[src/rtl/sram_ctrl_pkg.sv]
// Shared types and constants for the 32-bit-bus to 16-bit-SRAM controller.
package sram_ctrl_pkg;

  localparam int SRAM_AW = 18;
  localparam int SRAM_DW = 16;
  localparam int BUS_W   = 32;
  localparam logic [BUS_W-1:0] DEFAULT_BASE_ADDR = 32'd1024;

  typedef enum logic [1:0] {
    IDLE,
    LOW,
    HIGH,
    DONE
  } state_t;

  // Word index relative to the SRAM window; addresses below base wrap silently.
  function automatic logic [SRAM_AW-2:0] word_index(input logic [BUS_W-1:0] addr,
                                                    input logic [BUS_W-1:0] base);
    return (SRAM_AW-1)'((addr - base) >> 2);
  endfunction

endpackage

[src/rtl/sram_ctrl_if.sv]
// Pipeline MEM-stage and SRAM pin bundle; slave is the controller side.
interface sram_ctrl_if;
  import sram_ctrl_pkg::*;

  logic               wr_en;
  logic               rd_en;
  logic [BUS_W-1:0]   address;
  logic [BUS_W-1:0]   write_data;
  logic [BUS_W-1:0]   read_data;
  logic               ready;
  logic [SRAM_AW-1:0] sram_addr;
  logic [SRAM_DW-1:0] sram_wdata;
  logic [SRAM_DW-1:0] sram_rdata;
  logic               sram_we_n;

  modport slave (
    input  wr_en, rd_en, address, write_data, sram_rdata,
    output read_data, ready, sram_addr, sram_wdata, sram_we_n
  );

  // The pipeline plus the SRAM device, seen from outside the controller.
  modport master (
    output wr_en, rd_en, address, write_data, sram_rdata,
    input  read_data, ready, sram_addr, sram_wdata, sram_we_n
  );

endinterface

[src/rtl/sram_ctrl_wait_counter.sv]
// 3-bit wait-state counter; tc flags the last cycle of a half-access.
module sram_ctrl_wait_counter #(
  parameter int WAIT_CYCLES = 1
) (
  input  logic clk,
  input  logic rst,
  input  logic clr,
  input  logic en,
  output logic tc
);

  localparam logic [2:0] TC_VALUE = 3'(WAIT_CYCLES);

  logic [2:0] count_reg;

  always_ff @(posedge clk or negedge rst) begin
    if (!rst) begin
      count_reg <= 3'd0;
    end else if (clr) begin
      count_reg <= 3'd0;
    end else if (en) begin
      count_reg <= count_reg + 3'd1;
    end
  end

  assign tc = (count_reg == TC_VALUE);

endmodule

[src/rtl/sram_ctrl.sv]
// Splits each 32-bit load/store into two 16-bit SRAM accesses with
// configurable wait states, freezing the pipeline via ready meanwhile.
module sram_ctrl
  import sram_ctrl_pkg::*;
#(
  parameter int               WAIT_CYCLES = 1,
  parameter logic [BUS_W-1:0] BASE_ADDR   = DEFAULT_BASE_ADDR
) (
  input logic        clk,
  input logic        rst,
  sram_ctrl_if.slave bus
);

  state_t             state_reg;
  logic [BUS_W-1:0]   addr_reg;
  logic [BUS_W-1:0]   wdata_reg;
  logic               write_reg;
  logic [BUS_W-1:0]   read_data_reg;
  logic [SRAM_AW-1:0] sram_addr_reg;
  logic [SRAM_DW-1:0] sram_wdata_reg;
  logic               sram_we_n_reg;

  logic cnt_clr;
  logic cnt_en;
  logic cnt_tc;
  logic req;
  logic in_access;

  assign req       = bus.wr_en | bus.rd_en;
  assign in_access = (state_reg == LOW) || (state_reg == HIGH);
  assign cnt_en    = in_access;
  // Clearing on the terminal cycle restarts the count for the next half.
  assign cnt_clr   = !in_access || cnt_tc;

  sram_ctrl_wait_counter #(
    .WAIT_CYCLES(WAIT_CYCLES)
  ) u_wait_counter (
    .clk(clk),
    .rst(rst),
    .clr(cnt_clr),
    .en (cnt_en),
    .tc (cnt_tc)
  );

  always_ff @(posedge clk or negedge rst) begin
    if (!rst) begin
      state_reg      <= IDLE;
      addr_reg       <= '0;
      wdata_reg      <= '0;
      write_reg      <= 1'b0;
      read_data_reg  <= '0;
      sram_addr_reg  <= '0;
      sram_wdata_reg <= '0;
      sram_we_n_reg  <= 1'b1;
    end else begin
      case (state_reg)
        IDLE: begin
          if (req) begin
            addr_reg       <= bus.address;
            wdata_reg      <= bus.write_data;
            write_reg      <= bus.wr_en;
            sram_addr_reg  <= {word_index(bus.address, BASE_ADDR), 1'b0};
            sram_wdata_reg <= bus.wr_en ? bus.write_data[15:0] : '0;
            sram_we_n_reg  <= !bus.wr_en;
            state_reg      <= LOW;
          end
        end
        LOW: begin
          if (cnt_tc) begin
            if (!write_reg) read_data_reg[15:0] <= bus.sram_rdata;
            sram_addr_reg  <= {word_index(addr_reg, BASE_ADDR), 1'b1};
            sram_wdata_reg <= write_reg ? wdata_reg[31:16] : '0;
            state_reg      <= HIGH;
          end
        end
        HIGH: begin
          if (cnt_tc) begin
            if (!write_reg) read_data_reg[31:16] <= bus.sram_rdata;
            sram_addr_reg  <= '0;
            sram_wdata_reg <= '0;
            sram_we_n_reg  <= 1'b1;
            state_reg      <= DONE;
          end
        end
        DONE: begin
          state_reg <= IDLE;
        end
        default: begin
          state_reg <= IDLE;
        end
      endcase
    end
  end

  // Held in reset the pipeline must never freeze.
  assign bus.ready      = !rst || (state_reg == DONE) || ((state_reg == IDLE) && !req);
  assign bus.read_data  = read_data_reg;
  assign bus.sram_addr  = sram_addr_reg;
  assign bus.sram_wdata = sram_wdata_reg;
  assign bus.sram_we_n  = sram_we_n_reg;

endmodule

[src/flat_wrapper.sv]
// flat-port wrapper written by rule: the top's interface ports become plain ports
module sram_ctrl_flat import sram_ctrl_pkg::*;
#(
  parameter int               WAIT_CYCLES = 1,
  parameter logic [BUS_W-1:0] BASE_ADDR   = DEFAULT_BASE_ADDR
)
  (clk, rst, bus_wr_en, bus_rd_en, bus_address, bus_write_data, bus_sram_rdata, bus_read_data, bus_ready, bus_sram_addr, bus_sram_wdata, bus_sram_we_n);
  sram_ctrl_if bus_i ();
  input logic clk;
  input logic rst;
  input wire logic [$bits(bus_i.wr_en)-1:0] bus_wr_en;
  input wire logic [$bits(bus_i.rd_en)-1:0] bus_rd_en;
  input wire logic [$bits(bus_i.address)-1:0] bus_address;
  input wire logic [$bits(bus_i.write_data)-1:0] bus_write_data;
  input wire logic [$bits(bus_i.sram_rdata)-1:0] bus_sram_rdata;
  output wire logic [$bits(bus_i.read_data)-1:0] bus_read_data;
  output wire logic [$bits(bus_i.ready)-1:0] bus_ready;
  output wire logic [$bits(bus_i.sram_addr)-1:0] bus_sram_addr;
  output wire logic [$bits(bus_i.sram_wdata)-1:0] bus_sram_wdata;
  output wire logic [$bits(bus_i.sram_we_n)-1:0] bus_sram_we_n;
  assign bus_i.wr_en = bus_wr_en;
  assign bus_i.rd_en = bus_rd_en;
  assign bus_i.address = bus_address;
  assign bus_i.write_data = bus_write_data;
  assign bus_i.sram_rdata = bus_sram_rdata;
  assign bus_read_data = bus_i.read_data;
  assign bus_ready = bus_i.ready;
  assign bus_sram_addr = bus_i.sram_addr;
  assign bus_sram_wdata = bus_i.sram_wdata;
  assign bus_sram_we_n = bus_i.sram_we_n;
  sram_ctrl #(.WAIT_CYCLES(WAIT_CYCLES), .BASE_ADDR(BASE_ADDR)) u_core (.clk(clk), .rst(rst), .bus(bus_i));
endmodule
[config.mk]
export PLATFORM = sky130hd
export DESIGN_NAME = sram_ctrl_flat
export DESIGN_NICKNAME = d
export VERILOG_FILES = /design/src/rtl/sram_ctrl_pkg.sv /design/src/rtl/sram_ctrl_if.sv /design/src/rtl/sram_ctrl_wait_counter.sv /design/src/rtl/sram_ctrl.sv /design/src/flat_wrapper.sv
export SDC_FILE = /design/constraint.sdc
export NUM_CORES = 1
export LEC_CHECK = 0
export CORE_AREA = 2 2 109 111
export DETAILED_ROUTE_END_ITERATION = 8
export DIE_AREA = 0 0 111 113
export PLACE_DENSITY = 0.77
export SLEW_MARGIN = 15
export SYNTH_ARGS = -nofsm -noshare
export SYNTH_HDL_FRONTEND = slang
export SYNTH_SLANG_ARGS = --single-unit
[constraint.sdc]
create_clock -name clk -period 6.15 [get_ports clk]
set_input_delay 1.845 -clock clk [delete_from_list [all_inputs] [get_ports clk]]
set_output_delay 1.845 -clock clk [all_outputs]
set_load 0.02 [all_outputs]
* Yosys cells after proc, flatten, opt, wreduce, memory -nomap -nowiden *
Index checks and enable logic that the tools add are counted.

cells by class
  $add $sub $neg = 3
  multiply operators = 0
  div/mod/pow operators = 0
  $lt $le $gt $ge = 0
  eq/ne operators = 7
  shifts and indexed selects = 0
  multiplexer cells = 19
  bitwise operators = 2
  reductions and logical operators = 19

operators with widths
  cell                                                  count
  2-to-1 mux 16 bit                                     5
  2-to-1 mux 18 bit                                     3
  case mux 18 bit (3 select lines)                      1
  case mux 16 bit (3 select lines)                      1
  subtractor 19 x 11 -> 19 bit (second input constant)  2
  AND reduction 3 bit                                   4
  case mux 2 bit (4 select lines)                       1
  2-to-1 mux 2 bit                                      3
  2-to-1 mux 3 bit                                      2
  != test 2 x 1 -> 1 bit (second input constant)        3
  == test 2 bit (second input constant)                 2
  zero test 1 bit                                       4
  logical OR 1 bit                                      4
  AND reduction 4 bit                                   1
  nonzero test 2 bit                                    2
  adder 3 x 1 -> 3 bit (second input constant)          1
  == test 3 x 1 -> 1 bit (second input constant)        1
  nonzero test 3 bit                                    1
  == test 2 x 1 -> 1 bit (second input constant)        1
  zero test 2 bit                                       1
  2-to-1 mux 1 bit                                      2
  case mux 1 bit (2 select lines)                       1
  AND reduction 2 bit                                   1
  logical AND 1 bit                                     1
  other kinds (2)                                       2

storage, ports and cells
  flip-flop bits (word level) = 124
  bits in latches = 0
  RAM bits = 0
  memory bits (read-only) = 0
  word-level logic and storage cells = 60
  memories kept = 0

* Depth between registers and ports, before layout *
  depth in word-level cells = 5
  gate-level depth with buffers = 10
  depth with buffers taken out = 8

* By module *
A second synthesis with hierarchy kept.

second synthesis, totals
  cells, all modules = 360
  area total of the unflattened synthesis = 4539.4 µm²

by module, submodules not included
  module                  times used  cells an instance  area each (µm²)
  sram_ctrl               1           345                4376.7
  sram_ctrl_wait_counter  1           15                 162.7

* Worst setup path before layout *
OpenSTA, ideal clock, no wires.

  kind = in2out
  from = input port bus_wr_en
  to = output port bus_ready
  data arrival time = 2.741 ns
  slack = 1.564 ns
  stages = 5
  buffers on the path = 2
  cells stage by stage = nor2_1 -> nand2_1 -> clkbuf_1 -> buf_1 -> nand3b_1

between the ends
  cells in the longest elaborated chain, start to end = 4

ends and longest elaborated chain
  item                RTL line            text
  start: declaration  flat_wrapper.sv:11  input wire logic [$bits(bus_i.wr_en)-1:0] bus_wr_en;
  bitwise OR 1 bit    sram_ctrl.sv:29     assign req = bus.wr_en | bus.rd_en;
  zero test 1 bit     sram_ctrl.sv:96     assign bus.ready = !rst || (state_reg == DONE) || ((state_reg == IDLE) && !req);
  logical AND 1 bit   sram_ctrl.sv:96
  logical OR 1 bit    sram_ctrl.sv:96
  end: declaration    flat_wrapper.sv:17  output wire logic [$bits(bus_i.ready)-1:0] bus_ready;

No other way between the ends.

* Worst setup path in the final report *
Ends and elaborated chain as after synthesis.

==> summary.txt <==
STA
------------------------------------------------------------------------------------------
Final critical-path required period                                                5230 ps
Final cycle utilization of the critical path                                         0.850
Worst hold slack across all endpoints                                               479 ps
Normalized max-slew margin                                                           0.216
Hold Violations, Final                                                                   0
Worst clock skew                                                                   7.98 ps
Final-layout setup total negative slack                                               0 ps
Maximum clock frequency                                                          0.191 GHz
Final setup violation count                                                              0
Slew at the pin with the worst max-slew slack                                      1170 ps
Worst Slack Setup Final                                                             923 ps
Setup repair after global routing missed its margin                                     no
Max-slew violations                                                                      0

PWR
------------------------------------------------------------------------------------------
Static Leak                                                                        2.63 nW
Power Density                                                                   583 nW/um2
Reg power frac                                                                       0.337
Fraction of power consumed by the clock network                                      0.170
Worst-case vdd ir drop                                                              243 uV
Post-layout total power                                                            3.79 mW
Switching Fraction                                                                   0.372
Part of the power in combinational logic                                             0.493
Psw                                                                                1.41 mW
Internal power contribution                                                        2.38 mW

FLOORPLAN
------------------------------------------------------------------------------------------
Core area                                                                        11300 um2
Initial cell density of the core                                                     0.416
Area of the die                                                                  12500 um2
Boundary Pins                                                                          152
X dimension of the die                                                              111 um
Number of placement rows                                                                39
Die boundary height                                                                 113 um

SYNTHESIS
------------------------------------------------------------------------------------------
Sequential area share after synthesis                                                0.565
Synthesized instance count                                                             373
Mean instance size in the synthesized netlist                                     12.6 um2
Main area contributors after synthesis                                        sky130_fd_sc_hd__dfrtp_1 56%, sky130_fd_sc_hd__mux2_2 16%, sky130_fd_sc_hd__a21oi_1 6.3%
Area share of the largest cell type after synthesis                                  0.560
Summed instance area of the synthesized netlist                                   4690 um2
Post-synthesis cell type count                                                          44
Most used standard cell by instance count after synthesis                     sky130_fd_sc_hd__dfrtp_1
Number of register bits inferred by synthesis                                          106
Number of enable-type register cells in the synthesized netlist                          0
Syn. warnings                                                                            0
Total nets after synthesis                                                             464
Fraction of registers with async set/reset                                            1.00
Dominant cell type by area after synthesis                                    sky130_fd_sc_hd__dfrtp_1
Top FF cell, synth                                                            sky130_fd_sc_hd__dfrtp_1
Top cell types by occurrence after synthesis                                  105 x sky130_fd_sc_hd__dfrtp_1, 68 x sky130_fd_sc_hd__mux2_2, 59 x sky130_fd_sc_hd__a21oi_1

ROUTING
------------------------------------------------------------------------------------------
Number of DRC violations after detailed routing                                          0
Total wirelength of the detailed-routed design                                    11100 um
Mean routed wirelength per cell                                                    17.1 um
Number of vias after detailed routing                                                 3469
Vias per cell                                                                         5.35
Number of iterations in the first detailed-routing pass                                  6
DRT iter0 DRCs                                                                         182
Antenna viol nets, final                                                                 0

CTS
------------------------------------------------------------------------------------------
Clock Sinks                                                                            106
Gates resized, CTS repair                                                                0
TritonCTS clock tree                                                                 built
Clock latency reported for the late side of the worst-skew pair                     340 ps
Post-CTS Setup Inserts                                                                   0
CTS Hold Buffers Added                                                                   0
Largest buffer count on any clock path                                                   2
Number of CTS-inserted buffers                                                           9
Clock edge transition at the registers on the reported setup and hold paths          70 ps
Buffer cell driving the clock tree root                                       sky130_fd_sc_hd__clkbuf_16
H-tree levels                                                                            3

WORST SETUP PATH
------------------------------------------------------------------------------------------
Arrival time reported for the critical path endpoint                               3380 ps
Cell type with the highest occurrence count on the critical path              sky130_fd_sc_hd__clkdlybuf4s50_1
Stage delay of the slowest cell on the critical path                                640 ps
Nature of the critical path startpoint                                          input port
Crit-path slowest cell                                                        sky130_fd_sc_hd__clkdlybuf4s50_1
CP Capture Type                                                                 output pin
WP data required                                                                   4300 ps
Kind of cell adding the most delay to the critical path                       buffers and inverters
Ordered list of cells on the worst path                                       clkdlybuf4s50_1, nor2_1, nand2_1, nand3b_1, clkdlybuf4s50_1
Category of the most critical setup path                                      input port to output pin
Critical path peak fanout                                                                4
Buffer and inverter count on the worst path                                              2

FINISH
------------------------------------------------------------------------------------------
Relative area change from synthesis to final layout                                  38.3%
Number of antenna diodes                                                                 0
Register area                                                                     2650 um2
Layout cell share with drive strength beyond 1                                       0.190
Design area                                                                       6490 um2
Number of flip-flops in the largest register                                            32
Area of combinational cells with multiple inputs                                  1910 um2
Total Nets Final                                                                       592
Number of inserted filler cells in the final layout                                    958

PLACED DESIGN
------------------------------------------------------------------------------------------
Worst slack, placed                                                                 911 ps
Final HPWL DP                                                                      7770 um
Input/output buffers                                                                   136
Placer's final routability congestion estimate                                       0.848
Post-placement cell area                                                          6160 um2

GLOBAL ROUTE
------------------------------------------------------------------------------------------
Aggregate global-route resource usage                                                0.184
Via count of the first global-routing pass                                            3718
Total grt overflow                                                                       0
Largest net degree at the start of global routing                                       69
Global-route wire length before repair                                            18300 um
Number of antenna violations at the first check in global routing                        0

JOB
------------------------------------------------------------------------------------------
Max-cap violations                                                                       0

WORST HOLD PATH
------------------------------------------------------------------------------------------
Min-Delay Path Class                                                          register to register

STATUS
------------------------------------------------------------------------------------------
Result of the run                                                             complete, no violations

worst register-to-register path: stages (launching register included):
cell and delay, ps:
sky130_fd_sc_hd__dfrtp_1 410, sky130_fd_sc_hd__inv_1 100, sky130_fd_sc_hd__ha_1 730, sky130_fd_sc_hd__inv_1 350, sky130_fd_sc_hd__nor3_4 760, sky130_fd_sc_hd__mux2_2 420
cell usage in the layout (no fill, tap or decap), types with 5 or more instances in the layout:
cell	instances
sky130_fd_sc_hd__clkdlybuf4s50_1	135
sky130_fd_sc_hd__dfrtp_1	105
sky130_fd_sc_hd__mux2_2	68
sky130_fd_sc_hd__a21oi_1	59
sky130_fd_sc_hd__a22oi_1	18
sky130_fd_sc_hd__nor2b_1	11
sky130_fd_sc_hd__nand2_1	10
sky130_fd_sc_hd__clkbuf_16	9
sky130_fd_sc_hd__ha_1	7
sky130_fd_sc_hd__mux2i_1	6
sky130_fd_sc_hd__nor2_1	6
sky130_fd_sc_hd__buf_4	6
sky130_fd_sc_hd__inv_1	5
sky130_fd_sc_hd__a22o_1	5
sky130_fd_sc_hd__xnor2_1	5
metal layers:
layer  track usage  vias to the layer above  wire length, um
met5             0                        -                0
met4        0.0858                        0              251
met3        0.0262                       17              509
met2         0.329                      117             5760
met1         0.219                     1722             4600
li1              -                     1613                -
per-stage QoR:
stage,instances,utilization
after floorplan,373,-
after detailed placement,633,0.546
final,649,0.576
after global routing,649,0.576
after global placement,633,0.546
after CTS,649,0.576
final cells by class:
type / instances / share of cell area
multi-input cells: 238 / 0.294
well taps: 143 / 0.0276
repair buffers: 141 / 0.215
clock buffers: 10 / 0.0353
inverters: 5 / 0.00289
clock inverters: 6 / 0.0162
flip-flops and latches: 106 / 0.409
cells by family (layout without fill, tap and decap cells):
kind of cell | after synthesis | after routing | synth area share
flip-flops | 106 | 106 | 0.565
AO/OA/AOI/OAI | 99 | 99 | 0.130
multiplexers | 74 | 74 | 0.176
adder cells (fa/ha/maj) | 7 | 7 | 0.0187
XOR/XNOR | 7 | 7 | 0.0131
buffers and inverters | 29 | 162 | 0.0304
AND/OR/NAND/NOR | 51 | 51 | 0.0669
final timing paths:
kind / depth (start not counted) / slack [ps] / endpoint / start
worst max-delay path: 5 / 920 / bus_ready / bus_wr_en
worst min-delay path: 1 / 480 / u_core.u_wait_counter.count_reg[0] / u_core.u_wait_counter.count_reg[0]
worst max register to register: 5 / 3270 / u_core.bus.read_data[2] / u_core.state_reg[1]
worst min register to register: 1 / 480 / u_core.u_wait_counter.count_reg[0] / u_core.u_wait_counter.count_reg[0]
max in group asynchronous: 2 / 3450 / u_core.addr_reg[14] / rst
min in group asynchronous: 1 / 1460 / u_core.wdata_reg[31] / rst
power groups by stage:
| stage | clock network [mW] | logic [mW] | registers (mW) |
|---|---|---|---|
| global placement | 0 | 1.83 | 1.26 |
| global route | 0.687 | 2.02 | 1.32 |
| finish | 0.645 | 1.87 | 1.27 |
| CTS | 0.662 | 1.89 | 1.27 |
| floorplan | 0 | 0.916 | 1.51 |
| detailed placement | 0 | 1.89 | 1.28 |
Power figures use the tool's default switching activity.
